**config.mk**
```make
export PLATFORM = sky130hd
export DESIGN_NAME = hci_core_sink_aligner_flat
export DESIGN_NICKNAME = d
export VERILOG_FILES = /design/src/rtl/hci_core_sink_aligner_if.sv /design/src/rtl/hci_core_sink_aligner.sv /design/src/flat_wrapper.sv
export SDC_FILE = /design/constraint.sdc
export NUM_CORES = 1
export LEC_CHECK = 0
export BUFFER_PORTS_ARGS = -buffer_cell sky130_fd_sc_hd__buf_2
export CAP_MARGIN = 20
export CORE_MARGIN = 3
export CORE_UTILIZATION = 43
export CTS_CLUSTER_DIAMETER = 200
export CTS_CLUSTER_SIZE = 40
export DETAILED_ROUTE_END_ITERATION = 6
export PLACE_DENSITY = 0.71
export SYNTH_ARGS = -nofsm -noshare
export SYNTH_HDL_FRONTEND = slang
export SYNTH_SLANG_ARGS = --single-unit
```
**constraint.sdc**
```tcl
create_clock -name clk_i -period 5.25 [get_ports clk_i]
set_clock_uncertainty 0.15 [all_clocks]
set_input_delay 0.525 -clock clk_i [delete_from_list [all_inputs] [get_ports clk_i]]
set_output_delay 0.525 -clock clk_i [all_outputs]
set_load 0.005 [all_outputs]
```
**src/rtl/hci_core_sink_aligner_if.sv**
```systemverilog
// Handshake bundles for the sink aligner: input HWPE-Stream and TCDM write port.
// master drives the payload, slave answers with the handshake return.

interface hci_core_sink_aligner_stream_if #(
   parameter int unsigned DATA_WIDTH = 64
);
   logic                    valid;
   logic                    ready;
   logic [DATA_WIDTH-1:0]   data;
   logic [DATA_WIDTH/8-1:0] strb;

   modport master (
      output valid, data, strb,
      input  ready
   );

   modport slave (
      input  valid, data, strb,
      output ready
   );
endinterface

interface hci_core_sink_aligner_tcdm_if #(
   parameter int unsigned DATA_WIDTH = 64
);
   logic                    req;
   logic                    gnt;
   logic [31:0]             add;
   logic                    wen;
   logic [DATA_WIDTH/8-1:0] be;
   logic [DATA_WIDTH-1:0]   data;

   modport master (
      output req, add, wen, be, data,
      input  gnt
   );

   modport slave (
      input  req, add, wen, be, data,
      output gnt
   );
endinterface

```
**src/rtl/hci_core_sink_aligner.sv**
```systemverilog
// Stream-to-TCDM writer: stores beat i at base + i*stride, shifting the payload and
// byte enables inside the word to honour byte-misaligned addresses.

module hci_core_sink_aligner #(
   parameter int unsigned DATA_WIDTH = 64,
   parameter int unsigned TRANS_CNT  = 16
) (
   input  logic                 clk_i,
   input  logic                 rst_ni,
   input  logic                 clear_i,
   input  logic                 enable_i,
   input  logic                 start_i,
   input  logic [31:0]          base_addr_i,
   input  logic [31:0]          stride_i,
   input  logic [TRANS_CNT-1:0] tot_len_i,
   hci_core_sink_aligner_stream_if.slave stream,
   hci_core_sink_aligner_tcdm_if.master  tcdm,
   output logic                 ready_start_o,
   output logic                 done_o,
   output logic [TRANS_CNT-1:0] beat_cnt_o
);

   localparam int unsigned BE_W = DATA_WIDTH / 8;

   typedef enum logic [1:0] {
      IDLE,
      WORKING,
      DONE
   } state_e;

   state_e               state_q, state_d;
   logic [31:0]          addr_q, addr_d;
   logic [31:0]          stride_q, stride_d;
   logic [TRANS_CNT-1:0] len_q, len_d;
   logic [TRANS_CNT-1:0] beat_cnt_q, beat_cnt_d;
   logic                 req_q, req_d;
   logic [31:0]          add_q, add_d;
   logic [BE_W-1:0]      be_q, be_d;
   logic [DATA_WIDTH-1:0] data_q, data_d;
   logic                 done_q, done_d;

   logic                 stream_ready;
   logic                 accept;
   logic                 req_free;
   logic [1:0]           off;
   logic                 unused_slack;

   // The register can take a new beat when empty or when its current beat retires now.
   assign req_free     = ~req_q | tcdm.gnt;
   assign stream_ready = enable_i & (state_q == WORKING) & (beat_cnt_q < len_q) & req_free;
   assign accept       = stream.valid & stream_ready;
   assign off          = addr_q[1:0];
   assign unused_slack = ^{stream.data[DATA_WIDTH-1:DATA_WIDTH-32], stream.strb[BE_W-1:BE_W-4]};

   always_comb begin
      state_d    = state_q;
      addr_d     = addr_q;
      stride_d   = stride_q;
      len_d      = len_q;
      beat_cnt_d = beat_cnt_q;
      req_d      = req_q;
      add_d      = add_q;
      be_d       = be_q;
      data_d     = data_q;
      done_d     = 1'b0;

      // Retirement on gnt is independent of enable_i so a pending write never stalls.
      if (accept) begin
         req_d  = 1'b1;
         add_d  = {addr_q[31:2], 2'b00};
         be_d   = BE_W'(stream.strb[BE_W-5:0]) << off;
         data_d = DATA_WIDTH'(stream.data[DATA_WIDTH-33:0]) << {off, 3'b000};
      end else if (req_q && tcdm.gnt) begin
         req_d = 1'b0;
      end

      case (state_q)
         IDLE: begin
            if (start_i && enable_i) begin
               addr_d     = base_addr_i;
               stride_d   = stride_i;
               len_d      = tot_len_i;
               beat_cnt_d = '0;
               state_d    = (tot_len_i == '0) ? DONE : WORKING;
            end
         end
         WORKING: begin
            if (accept) begin
               addr_d     = addr_q + stride_q;
               beat_cnt_d = beat_cnt_q + TRANS_CNT'(1);
               if (beat_cnt_q + TRANS_CNT'(1) == len_q) begin
                  state_d = DONE;
               end
            end
         end
         DONE: begin
            if (enable_i && req_free) begin
               done_d     = 1'b1;
               beat_cnt_d = '0;
               state_d    = IDLE;
            end
         end
         default: state_d = IDLE;
      endcase
   end

   always_ff @(posedge clk_i or negedge rst_ni) begin
      if (!rst_ni) begin
         state_q    <= IDLE;
         addr_q     <= '0;
         stride_q   <= '0;
         len_q      <= '0;
         beat_cnt_q <= '0;
         req_q      <= 1'b0;
         add_q      <= '0;
         be_q       <= '0;
         data_q     <= '0;
         done_q     <= 1'b0;
      end else if (clear_i) begin
         state_q    <= IDLE;
         addr_q     <= '0;
         stride_q   <= '0;
         len_q      <= '0;
         beat_cnt_q <= '0;
         req_q      <= 1'b0;
         add_q      <= '0;
         be_q       <= '0;
         data_q     <= '0;
         done_q     <= 1'b0;
      end else begin
         state_q    <= state_d;
         addr_q     <= addr_d;
         stride_q   <= stride_d;
         len_q      <= len_d;
         beat_cnt_q <= beat_cnt_d;
         req_q      <= req_d;
         add_q      <= add_d;
         be_q       <= be_d;
         data_q     <= data_d;
         done_q     <= done_d;
      end
   end

   assign stream.ready  = stream_ready;
   assign tcdm.req      = req_q;
   assign tcdm.add      = add_q;
   assign tcdm.wen      = 1'b0;
   assign tcdm.be       = be_q;
   assign tcdm.data     = data_q;
   assign ready_start_o = (state_q == IDLE);
   assign done_o        = done_q;
   assign beat_cnt_o    = beat_cnt_q;

endmodule

```
**src/flat_wrapper.sv**
```systemverilog
// flat-port wrapper written by rule: the top's interface ports become plain ports
module hci_core_sink_aligner_flat 
#(
   parameter int unsigned DATA_WIDTH = 64,
   parameter int unsigned TRANS_CNT  = 16
)
  (clk_i, rst_ni, clear_i, enable_i, start_i, base_addr_i, stride_i, tot_len_i, ready_start_o, done_o, beat_cnt_o, stream_valid, stream_data, stream_strb, stream_ready, tcdm_req, tcdm_add, tcdm_wen, tcdm_be, tcdm_data, tcdm_gnt);
  hci_core_sink_aligner_stream_if #(.DATA_WIDTH(DATA_WIDTH)) stream_i ();
  hci_core_sink_aligner_tcdm_if #(.DATA_WIDTH(DATA_WIDTH)) tcdm_i ();
  input  logic clk_i;
  input  logic rst_ni;
  input  logic clear_i;
  input  logic enable_i;
  input  logic start_i;
  input  logic [31:0] base_addr_i;
  input  logic [31:0] stride_i;
  input  logic [TRANS_CNT-1:0] tot_len_i;
  output logic ready_start_o;
  output logic done_o;
  output logic [TRANS_CNT-1:0] beat_cnt_o;
  input wire logic [$bits(stream_i.valid)-1:0] stream_valid;
  input wire logic [$bits(stream_i.data)-1:0] stream_data;
  input wire logic [$bits(stream_i.strb)-1:0] stream_strb;
  output wire logic [$bits(stream_i.ready)-1:0] stream_ready;
  output wire logic [$bits(tcdm_i.req)-1:0] tcdm_req;
  output wire logic [$bits(tcdm_i.add)-1:0] tcdm_add;
  output wire logic [$bits(tcdm_i.wen)-1:0] tcdm_wen;
  output wire logic [$bits(tcdm_i.be)-1:0] tcdm_be;
  output wire logic [$bits(tcdm_i.data)-1:0] tcdm_data;
  input wire logic [$bits(tcdm_i.gnt)-1:0] tcdm_gnt;
  assign stream_i.valid = stream_valid;
  assign stream_i.data = stream_data;
  assign stream_i.strb = stream_strb;
  assign stream_ready = stream_i.ready;
  assign tcdm_req = tcdm_i.req;
  assign tcdm_add = tcdm_i.add;
  assign tcdm_wen = tcdm_i.wen;
  assign tcdm_be = tcdm_i.be;
  assign tcdm_data = tcdm_i.data;
  assign tcdm_i.gnt = tcdm_gnt;
  hci_core_sink_aligner #(.DATA_WIDTH(DATA_WIDTH), .TRANS_CNT(TRANS_CNT)) u_core (.clk_i(clk_i), .rst_ni(rst_ni), .clear_i(clear_i), .enable_i(enable_i), .start_i(start_i), .base_addr_i(base_addr_i), .stride_i(stride_i), .tot_len_i(tot_len_i), .stream(stream_i), .tcdm(tcdm_i), .ready_start_o(ready_start_o), .done_o(done_o), .beat_cnt_o(beat_cnt_o));
endmodule
```
==> impl_metrics.ini <==
[drt]
wl_per_cell_um = 18.9
drtIter0Drc = 617
num_vias = 9641
detail_route.first_pass.iterations = 5
drcViolationCount = 0
postRouteAntennaNets = 0
via_per_inst = 5.70
wirelength_mm = 32.0

[clock_tree]
cts.sinks = 193
cts_tree = yes
cts_resized = 0
cts_buffers = 17
ctsHoldBuffers = 0
clockRootBuffer = clkbuf_16
clockBufferDepth = 2
clk_pin_slew_ns = 0.07
cts_setup_buffers = 0
clk_latency_ns = 0.43
htreeDepth = 4

[logic_synthesis]
synthXorXnorAreaFrac = 0.0345
seq_area_frac_synth = 0.443
synth_compound_area_frac = 0.222
synth_flop_cell = dfrtp_1
synth.cell_area_mm2 = 0.0109
syn_inst = 1154
synth_top_family_by_area = compound AO/OA/AOI/OAI gates
synth_edf_count = 0
synth_area_per_cell_um2 = 9.45
synth_fa_ha_area_frac = 0.0569
yosysWarnings = 0
async_flop_share = 1.00
synth_seq_cells = 193
synthDistinctLibCells = 63
yosys.area_share.simple = 0.138
synthMuxAreaShare = 0.0592

[floorplan]
dieWidth_um = 165
start_util = 0.443
rows = 57
die-area_mm2 = 0.0273
num_io_pins = 284
core_area_mm2 = 0.0246
die_y_um = 165

[timing]
worst_pin_slew_ns = 0.982
finalHoldViolations = 8
timing.slew.headroom = 0.344
whs_ns = -0.00246
max_freq_mhz = 273
final.period_utilization = 0.698
rsz0062_at_grt = false
fin_tns_setup_ns = 0
finalSetupViolations = 0
finalMaxSlewViolations = 0
final.min_clock_period_ns = 3.66

[placed_design]
dp_cells = 1655
gp_congestion = 0.905
port_buffers = 235
dpl-instance-area_mm2 = 0.0123
dp_hpwl_mm = 23.0

[power]
power.density_mw_per_mm2 = 333
vdd_drop_max_mv = 0.165
p_leak_nw = 6.58

[cells_and_area]
nets = 1559
final_cell_mix = buf_2 (233), dfrtp_1 (192), nor2_1 (126)
design_area_mm2 = 0.0129
final_common_cell = buf_2
layout.cells.non_filler = 1691
syn2layout_area_growth_pct = 18.7
drive_gt1_frac = 0.230

[hold_path]
min_path_type = primary input to async pin

[worst_setup_path]
worst-path-max-fanout = 40
cp.required_ns = 5.36
cp-end-kind = register
crit_arrival_ns = 3.78
path_buf_inv = 2
path_delay_family = compound AO/OA/AOI/OAI gates
cp_cell_sequence = ha_1 -> a211oi_1 -> o21ai_0 -> a211o_1 -> a2111o_2 -> a21oi_4 -> buf_4 -> nor2_1 -> buf_6 -> a221oi_1 -> o21ai_0
cp_slowest_cell = dfrtp_1
reg2reg_slack_ns = 1.59
criticalPathCategory = register to register
path_common_cell = o21ai_0
max_stage_delay_ns = 0.48
critPathLaunchType = register

[status]
outcome = finished, violations left
violations = negative hold slack

[global_route]
grt.overflow.total = 0
grt_max_degree = 102
antenna_found_initial = 5
grt_util_all_layers = 0.233
grt_pass1_vias = 9395
grt_pass1_wl_mm = 50.0

[flow_run]
cap_viol_max_count = 0
## stage by stage
| stage | hold WS (ns) | utilization | total power [mW] | setup WS [ns] |
|---|---|---|---|---|
| finish | -0.00246 | 0.526 | 4.30 | 1.59 |
| CTS | 0.0336 | 0.525 | 4.33 | 1.46 |
| detailed placement | 0.315 | 0.500 | 2.91 | 1.48 |
| global placement | 0.307 | 0.500 | 2.88 | 1.55 |
| floorplan | 0.0794 | - | 2.55 | 2.11 |
| global route | 0.0502 | 0.526 | 4.54 | 1.35 |
## report_power, final
| part | internal (mW) | total [mW] | switching, mW |
|---|---|---|---|
| registers | 1.60 | 1.71 | 0.108 |
| logic | 0.449 | 1.18 | 0.730 |
| clock network | 0.783 | 1.42 | 0.632 |
| total | 2.83 | 4.30 | 1.47 |
## cell families (layout without fill, tap and decap cells)
family | Yosys count | after routing
compound gates | 358 | 358
xor+xnor | 43 | 43
fa+ha+maj | 49 | 49
buf+inv | 112 | 311
flops | 193 | 193
mux | 63 | 63
other cells | 1 | 15
simple gates | 335 | 335
## worst reg2reg max path, stage by stage, from the launching register on
cell	delay [ns]
dfrtp_1	0.48
ha_1	0.35
a211oi_1	0.24
o21ai_0	0.15
a211o_1	0.30
a2111o_2	0.41
a21oi_4	0.15
buf_4	0.40
nor2_1	0.28
buf_6	0.23
a221oi_1	0.23
o21ai_0	0.13
## final cells by class
class                      instances  area (µm²)
antenna                            3        7.51
clock buffer                      18         439
clock inverter                    14         191
fill                            2292       11700
inverter                          29         109
multi-input combinational        860        5640
sequential                       193        4830
tap                              324         405
timing repair buffer             250        1320
## cell usage after synthesis, drive strengths merged (8+ instances only)
master  number  area (µm²)
o31ai        9        67.6
ha          48         601
nor2       128         495
a311oi      12         105
nand2      108         408
nand3       20         100
o21ai       81         405
nor3         8        40.0
clkbuf      46         173
a21oi       89         457
mux2i       51         510
xnor2       32         280
a22oi       16         120
a211oi      23         198
mux2        12         135
a22o        69         604
nand2b      10        62.6
nor2b       14        87.6
and3        13        81.3
xor2        11        96.3
a31oi        9        56.3
dfrtp      193        4830
and2        14        87.6
inv         29         109
a21o        13        98.9
buf         37         228
## per-layer routing
metal | GRT usage | vias up | share of wire
li1 | - | 4536 | -
met1 | 0.314 | 4652 | 0.44
met2 | 0.373 | 382 | 0.46
met3 | 0.0476 | 67 | 0.069
met4 | 0.0823 | 4 | 0.031
met5 | 0 | - | 0.00084
## registers in the layout, indices dropped and copies added (netlist names)
name / flops
u_core.done_o: 1
u_core.stride_q: 32
u_core.tcdm.data: 56
u_core.beat_cnt_o: 16
u_core.tcdm.add: 30
u_core.len_q: 16
u_core.addr_q: 32
u_core.tcdm.be: 7
u_core.state_q: 2
u_core.tcdm.req: 1
## worst paths after layout
| check | depth (start not counted) | startpoint | endpoint |
|---|---|---|---|
| max | 11 | u_core.beat_cnt_o[11] | u_core.addr_q[30] |
| min | 1 | rst_ni | u_core.beat_cnt_o[0] |
| max reg2reg | 11 | u_core.beat_cnt_o[11] | u_core.addr_q[30] |
| min reg2reg | 2 | u_core.tcdm.data[10] | u_core.tcdm.data[10] |
| max in group asynchronous | 2 | rst_ni | u_core.tcdm.add[26] |
| min in group clk_i | 2 | stride_i[10] | u_core.stride_q[10] |
(Power assumes the default switching activity.)
